`src/rtl/ifetch_pkg.sv`:
```
// Shared types and constants for the prefetching instruction fetch unit.
package ifetch_pkg;

    localparam int XLEN        = 32;
    localparam int INSTR_BYTES = 4;

    localparam logic [XLEN-1:0] RESET_PC_DEF = 32'h0000_0000;

    typedef struct packed {
        logic [XLEN-1:0] pc;
        logic [XLEN-1:0] instr;
    } fq_entry_t;

endpackage

```
`src/rtl/fetch_fifo.sv`:
```
// Generic synchronous FIFO with flush; push and pop may coincide at any
// occupancy, including full.
module fetch_fifo #(
    parameter int DEPTH = 2,
    parameter int W     = 64
) (
    input  logic                     clk,
    input  logic                     rst_n,
    input  logic                     i_flush,
    input  logic                     i_push,
    input  logic [W-1:0]             i_data,
    input  logic                     i_pop,
    output logic                     o_valid,
    output logic [W-1:0]             o_data,
    output logic [$clog2(DEPTH):0]   o_count
);

    localparam int AW = $clog2(DEPTH);
    localparam int CW = AW + 1;

    logic [W-1:0]  r_mem [DEPTH];
    logic [AW-1:0] r_rd;
    logic [AW-1:0] r_wr;
    logic [CW-1:0] r_cnt;

    logic w_pop;
    logic w_push;

    assign w_pop  = i_pop && (r_cnt != '0);
    assign w_push = i_push && ((r_cnt != CW'(DEPTH)) || w_pop);

    assign o_valid = (r_cnt != '0);
    assign o_data  = r_mem[r_rd];
    assign o_count = r_cnt;

    always_ff @(posedge clk or negedge rst_n) begin
        if (!rst_n) begin
            for (int i = 0; i < DEPTH; i++) begin
                r_mem[i] <= '0;
            end
            r_rd  <= '0;
            r_wr  <= '0;
            r_cnt <= '0;
        end else if (i_flush) begin
            r_rd  <= '0;
            r_wr  <= '0;
            r_cnt <= '0;
        end else begin
            if (w_push) begin
                r_mem[r_wr] <= i_data;
                r_wr        <= r_wr + AW'(1);
            end
            if (w_pop) begin
                r_rd <= r_rd + AW'(1);
            end
            unique case ({w_push, w_pop})
                2'b10:   r_cnt <= r_cnt + CW'(1);
                2'b01:   r_cnt <= r_cnt - CW'(1);
                default: r_cnt <= r_cnt;
            endcase
        end
    end

endmodule

```
`src/rtl/ifetch_pq.sv`:
```
// Instruction fetch with a prefetch queue: credit-based sequential
// prefetch from a 1-cycle SRAM, redirect kill, valid/ready to decode.
module ifetch_pq
    import ifetch_pkg::*;
#(
    parameter logic [XLEN-1:0] RESET_PC = RESET_PC_DEF,
    parameter int              ADDR_W   = 10,
    parameter int              FQ_DEPTH = 2
) (
    input  logic                      clk,
    input  logic                      rst_n,
    output logic                      imem_req,
    output logic [ADDR_W-1:0]         imem_addr,
    input  logic [XLEN-1:0]           imem_rdata,
    input  logic                      redir_valid,
    input  logic [XLEN-1:0]           redir_pc,
    output logic                      f_valid,
    input  logic                      f_ready,
    output logic [XLEN-1:0]           f_instr,
    output logic [XLEN-1:0]           f_pc,
    output logic [$clog2(FQ_DEPTH):0] fq_level
);

    localparam int              CW    = $clog2(FQ_DEPTH) + 1;
    localparam logic [CW:0]     LIMIT = (CW + 1)'(FQ_DEPTH);
    localparam logic [XLEN-1:0] STEP  = XLEN'(INSTR_BYTES);
    localparam logic [XLEN-1:0] ALIGN = ~XLEN'(INSTR_BYTES - 1);

    logic [XLEN-1:0] r_fetch_pc;
    logic [XLEN-1:0] r_req_pc;
    logic            r_inflight;

    logic [XLEN-1:0] w_req_pc;
    logic [CW:0]     w_occ;
    logic            w_pop;
    logic            w_credit;
    logic            w_push;
    fq_entry_t       w_in;
    fq_entry_t       w_head;

    assign w_req_pc = redir_valid ? (redir_pc & ALIGN) : r_fetch_pc;
    assign w_pop    = f_valid && f_ready;
    // In-flight fetch already owns a slot, so it counts against credit.
    assign w_occ    = {1'b0, fq_level} + (CW + 1)'(r_inflight);
    assign w_credit = (w_occ < LIMIT) || w_pop;

    assign imem_req  = rst_n && (redir_valid || w_credit);
    assign imem_addr = w_req_pc[ADDR_W+1:2];

    assign w_push = r_inflight && !redir_valid;
    assign w_in   = '{pc: r_req_pc, instr: imem_rdata};

    always_ff @(posedge clk or negedge rst_n) begin
        if (!rst_n) begin
            r_fetch_pc <= RESET_PC;
            r_req_pc   <= '0;
            r_inflight <= 1'b0;
        end else begin
            r_inflight <= imem_req;
            if (imem_req) begin
                r_fetch_pc <= w_req_pc + STEP;
                r_req_pc   <= w_req_pc;
            end
        end
    end

    fetch_fifo #(
        .DEPTH (FQ_DEPTH),
        .W     ($bits(fq_entry_t))
    ) u_fifo (
        .clk     (clk),
        .rst_n   (rst_n),
        .i_flush (redir_valid),
        .i_push  (w_push),
        .i_data  (w_in),
        .i_pop   (w_pop),
        .o_valid (f_valid),
        .o_data  (w_head),
        .o_count (fq_level)
    );

    assign f_pc    = w_head.pc;
    assign f_instr = w_head.instr;

endmodule

```
`config.mk`:
```
export PLATFORM = sky130hd
export DESIGN_NAME = ifetch_pq
export DESIGN_NICKNAME = d
export VERILOG_FILES = /design/src/rtl/ifetch_pkg.sv /design/src/rtl/fetch_fifo.sv /design/src/rtl/ifetch_pq.sv
export SDC_FILE = /design/constraint.sdc
export NUM_CORES = 1
export LEC_CHECK = 0
export CORE_UTILIZATION = 40
export DETAILED_ROUTE_END_ITERATION = 8
export HOLD_SLACK_MARGIN = 0.08
export PLACE_DENSITY_LB_ADDON = 0.08
export RECOVER_POWER = 100
export SYNTH_ARGS = -nofsm -noshare
export SYNTH_HDL_FRONTEND = slang
export SYNTH_SLANG_ARGS = --single-unit
```
`constraint.sdc`:
```
create_clock -name clk -period 4.2 [get_ports clk]
set_clock_uncertainty 0.15 [all_clocks]
set_input_delay 1.05 -clock clk [delete_from_list [all_inputs] [get_ports clk]]
set_output_delay 1.05 -clock clk [all_outputs]
set_load 0.02 [all_outputs]
```
==> impl_metrics.json <==
{
  "status": "finished with violations",
  "failed_checks": "max-capacitance violations, max-slew violations",
  "commonest_non_fill_non_tap_cell_in_the_layout": "mux2_2",
  "final_layout_size_suffix_gt1_share_pct": 26.3,
  "synth_top_flop_cell": "dfrtp_1",
  "leakagePower_nw": 4.91,
  "post_cts.repair.setup_buffers": 0,
  "layout.core_utilization_pct": 51.0,
  "seqCellArea_mm2": 0.00473,
  "numClockSinks": 189,
  "timing.setup.critical_path_class": "in2out",
  "ant_nets": 0,
  "worst-endpoint-arrival_ns": 2.83,
  "die_area_mm2": 0.0239,
  "dpl.hpwl_mm": 15.0,
  "timing.critical_path.to_type": "output port",
  "yosys_warn_count": 0,
  "path_max_fanout": 6,
  "critical_path.startpoint_type": "input pin",
  "main_combinational_cell_family_by_area_after_synthesis": "multiplexers",
  "required_ns": 3.00,
  "hold_viol": 0,
  "synth-edff-count": 0,
  "finalCriticalPeriod_ns": 4.03,
  "insertedDiodeCount": 0,
  "cts-resized-gates": 0,
  "grt_max_degree": 179,
  "row_count": 55,
  "finish.net_count": 1005,
  "setup_repair_after_global_routing_missed_its_margin": "false",
  "first_global_vias": 6849,
  "mean_instance_size_in_the_synthesized_netlist_um2": 11.6,
  "fp.dieH_um": 155,
  "clock-root-buffer": "clkbuf_16",
  "max-clock-path-buffers": 2,
  "postRouteWirelength_mm": 22.0,
  "timing.setup.tns_ns": 0,
  "area_occupied_by_multi_input_gates_mm2": 0.00430,
  "hold_path_class": "in2async",
  "clk_latency_ns": 0.44,
  "mostFrequentLayoutCells": "189 x mux2_2, 188 x dfrtp_1, 102 x nand2_1",
  "cells_after_synthesis": 807,
  "synth.largest_area_cell": "dfrtp_1",
  "synthDominantCellAreaShare_pct": 50.7,
  "design.core.area_mm2": 0.0228,
  "timing_limited_maximum_frequency_ghz": 0.248,
  "drc": 0,
  "worst_ir_drop_vdd_mv": 0.234,
  "yosys.area_share.adder_pct": 0.134,
  "finalWeightedCongestion": 0.839,
  "synth-compound-area-share_pct": 6.92,
  "routed_wire_length_per_instance_um": 17.4,
  "holdBufCountCts": 0,
  "post_synth_xor_area_fraction_pct": 2.44,
  "power.density_mw_per_mm2": 510,
  "clock_transition_at_the_register_clock_pins_on_the_worst_setup_and_hold_paths_after_cts_ns": 0.07,
  "synth-seq-area-share_pct": 50.7,
  "final.period_utilization_pct": 95.9,
  "tritoncts": "yes",
  "syn-cell-area_mm2": 0.00932,
  "synth_seq_cells": 189,
  "cts-htree-levels": 4,
  "chipWidth_um": 155,
  "timing_worst_slew_pin_value_ns": 2.51,
  "firstDrtPassIters": 5,
  "syn_to_final_growth_pct": 24.6,
  "synth.area.mux_share_pct": 25.4,
  "globalRoute.totalOverflow": 0,
  "report.final.setup_viol": 0,
  "first_pass_grt_wire_length_mm": 35.7,
  "asr_flop_ratio_synth_pct": 100,
  "timing.final.max_slew_violations": 179,
  "yosys.cell_types.count": 59,
  "ios": 146,
  "post_synth_main_area_contributors": "dfrtp_1 51%, mux2_2 23%, nand2_1 4.1%",
  "fillerInstances": 2030,
  "max_slew_margin_pct": -67.4,
  "synth-simple-area-share_pct": 11.1,
  "detail_route.iter0.violations": 297,
  "start_util_pct": 40.9,
  "overall_global_routing_resource_usage_pct": 19.0,
  "vias_per_instance": 5.26,
  "grt_antenna_before_repair": 0,
  "port-buffer-count": 141,
  "tritoncts.num_buffers": 17,
  "timing.max_cap.violations": 1,
  "vias": 6634
}
==> where the power goes <==
part	total, mW	switching (mW)	internal (mW)
sequential	2.60	0.286	2.32
combinational	1.72	0.783	0.939
clock	1.60	0.755	0.842
total	5.92	1.82	4.10
==> worst paths after layout <==
path	slack [ns]	start	end	cells past startpoint
min reg2reg	0.35	r_req_pc[9]	r_req_pc[9]	2
max	0.17	f_ready	imem_req	4
max in group asynchronous	0.69	rst_n	u_fifo.r_rd	2
min	0.30	rst_n	u_fifo.r_mem[6]	1
min in group clk	0.35	r_req_pc[9]	r_req_pc[9]	2
max reg2reg	1.46	r_inflight	r_fetch_pc[26]	6
==> state kept, by name, indices dropped and copies added, names as in the netlist <==
| register | cells |
|---|---|
| r_fetch_pc | 30 |
| r_inflight | 1 |
| r_req_pc | 30 |
| u_fifo.o_count | 2 |
| u_fifo.r_mem | 124 |
| u_fifo.r_rd | 1 |
| u_fifo.r_wr | 1 |
==> Yosys cell counts, types with 14 or more instances <==
| library cell | instances |
|---|---|
| mux2_2 | 190 |
| dfrtp_1 | 189 |
| nand2_1 | 102 |
| o21ai_0 | 34 |
| clkbuf_1 | 32 |
| nor2_1 | 23 |
| mux2i_1 | 21 |
| xnor2_1 | 15 |
| a21oi_1 | 14 |
| nand3_1 | 14 |
| nor3_1 | 14 |
==> through the flow <==
stage	worst slack, ns	instances	total power [mW]	cell area, um^2	hold WS [ns]
2_1_floorplan	0.0397	808	3.70	9330	0.292
3_3_place_gp	0.361	1230	4.36	11100	0.321
3_5_place_dp	0.298	1230	4.45	11100	0.334
4_1_cts	0.360	1262	6.07	11700	0.288
5_1_grt	0.121	1262	6.25	11600	0.281
6_report	0.172	1262	5.92	11600	0.298
==> cell families after synthesis <==
family	after synthesis
flip-flops	189
buffers and inverters	67
XOR/XNOR	26
adder cells (fa/ha/maj)	1
AO/OA/AOI/OAI	99
other	1
multiplexers	212
AND/OR/NAND/NOR	212
==> worst max-delay path, cell delays in order <==
cell and delay (ns):
dlygate4sd3_1 0.65, o31ai_4 0.27, inv_1 0.16, dlygate4sd3_1 0.69
==> per-layer routing <==
layer	vias up	track usage, %	part of all wire (%)
li1	3126	-	-
met1	3326	24.3	45
met2	164	32.4	50
met3	18	3.78	4.2
met4	0	5.66	1.0
met5	-	0	0
==> layout make-up <==
| cell class | count | area share (%) |
|---|---|---|
| multi-input combinational | 552 | 37.0 |
| timing repair buffer | 168 | 13.7 |
| clock buffer | 18 | 3.69 |
| tap | 313 | 3.37 |
| sequential | 189 | 40.7 |
| inverter | 8 | 0.258 |
| clock inverter | 14 | 1.29 |
Note: power is estimated with default switching activity, not from simulation.
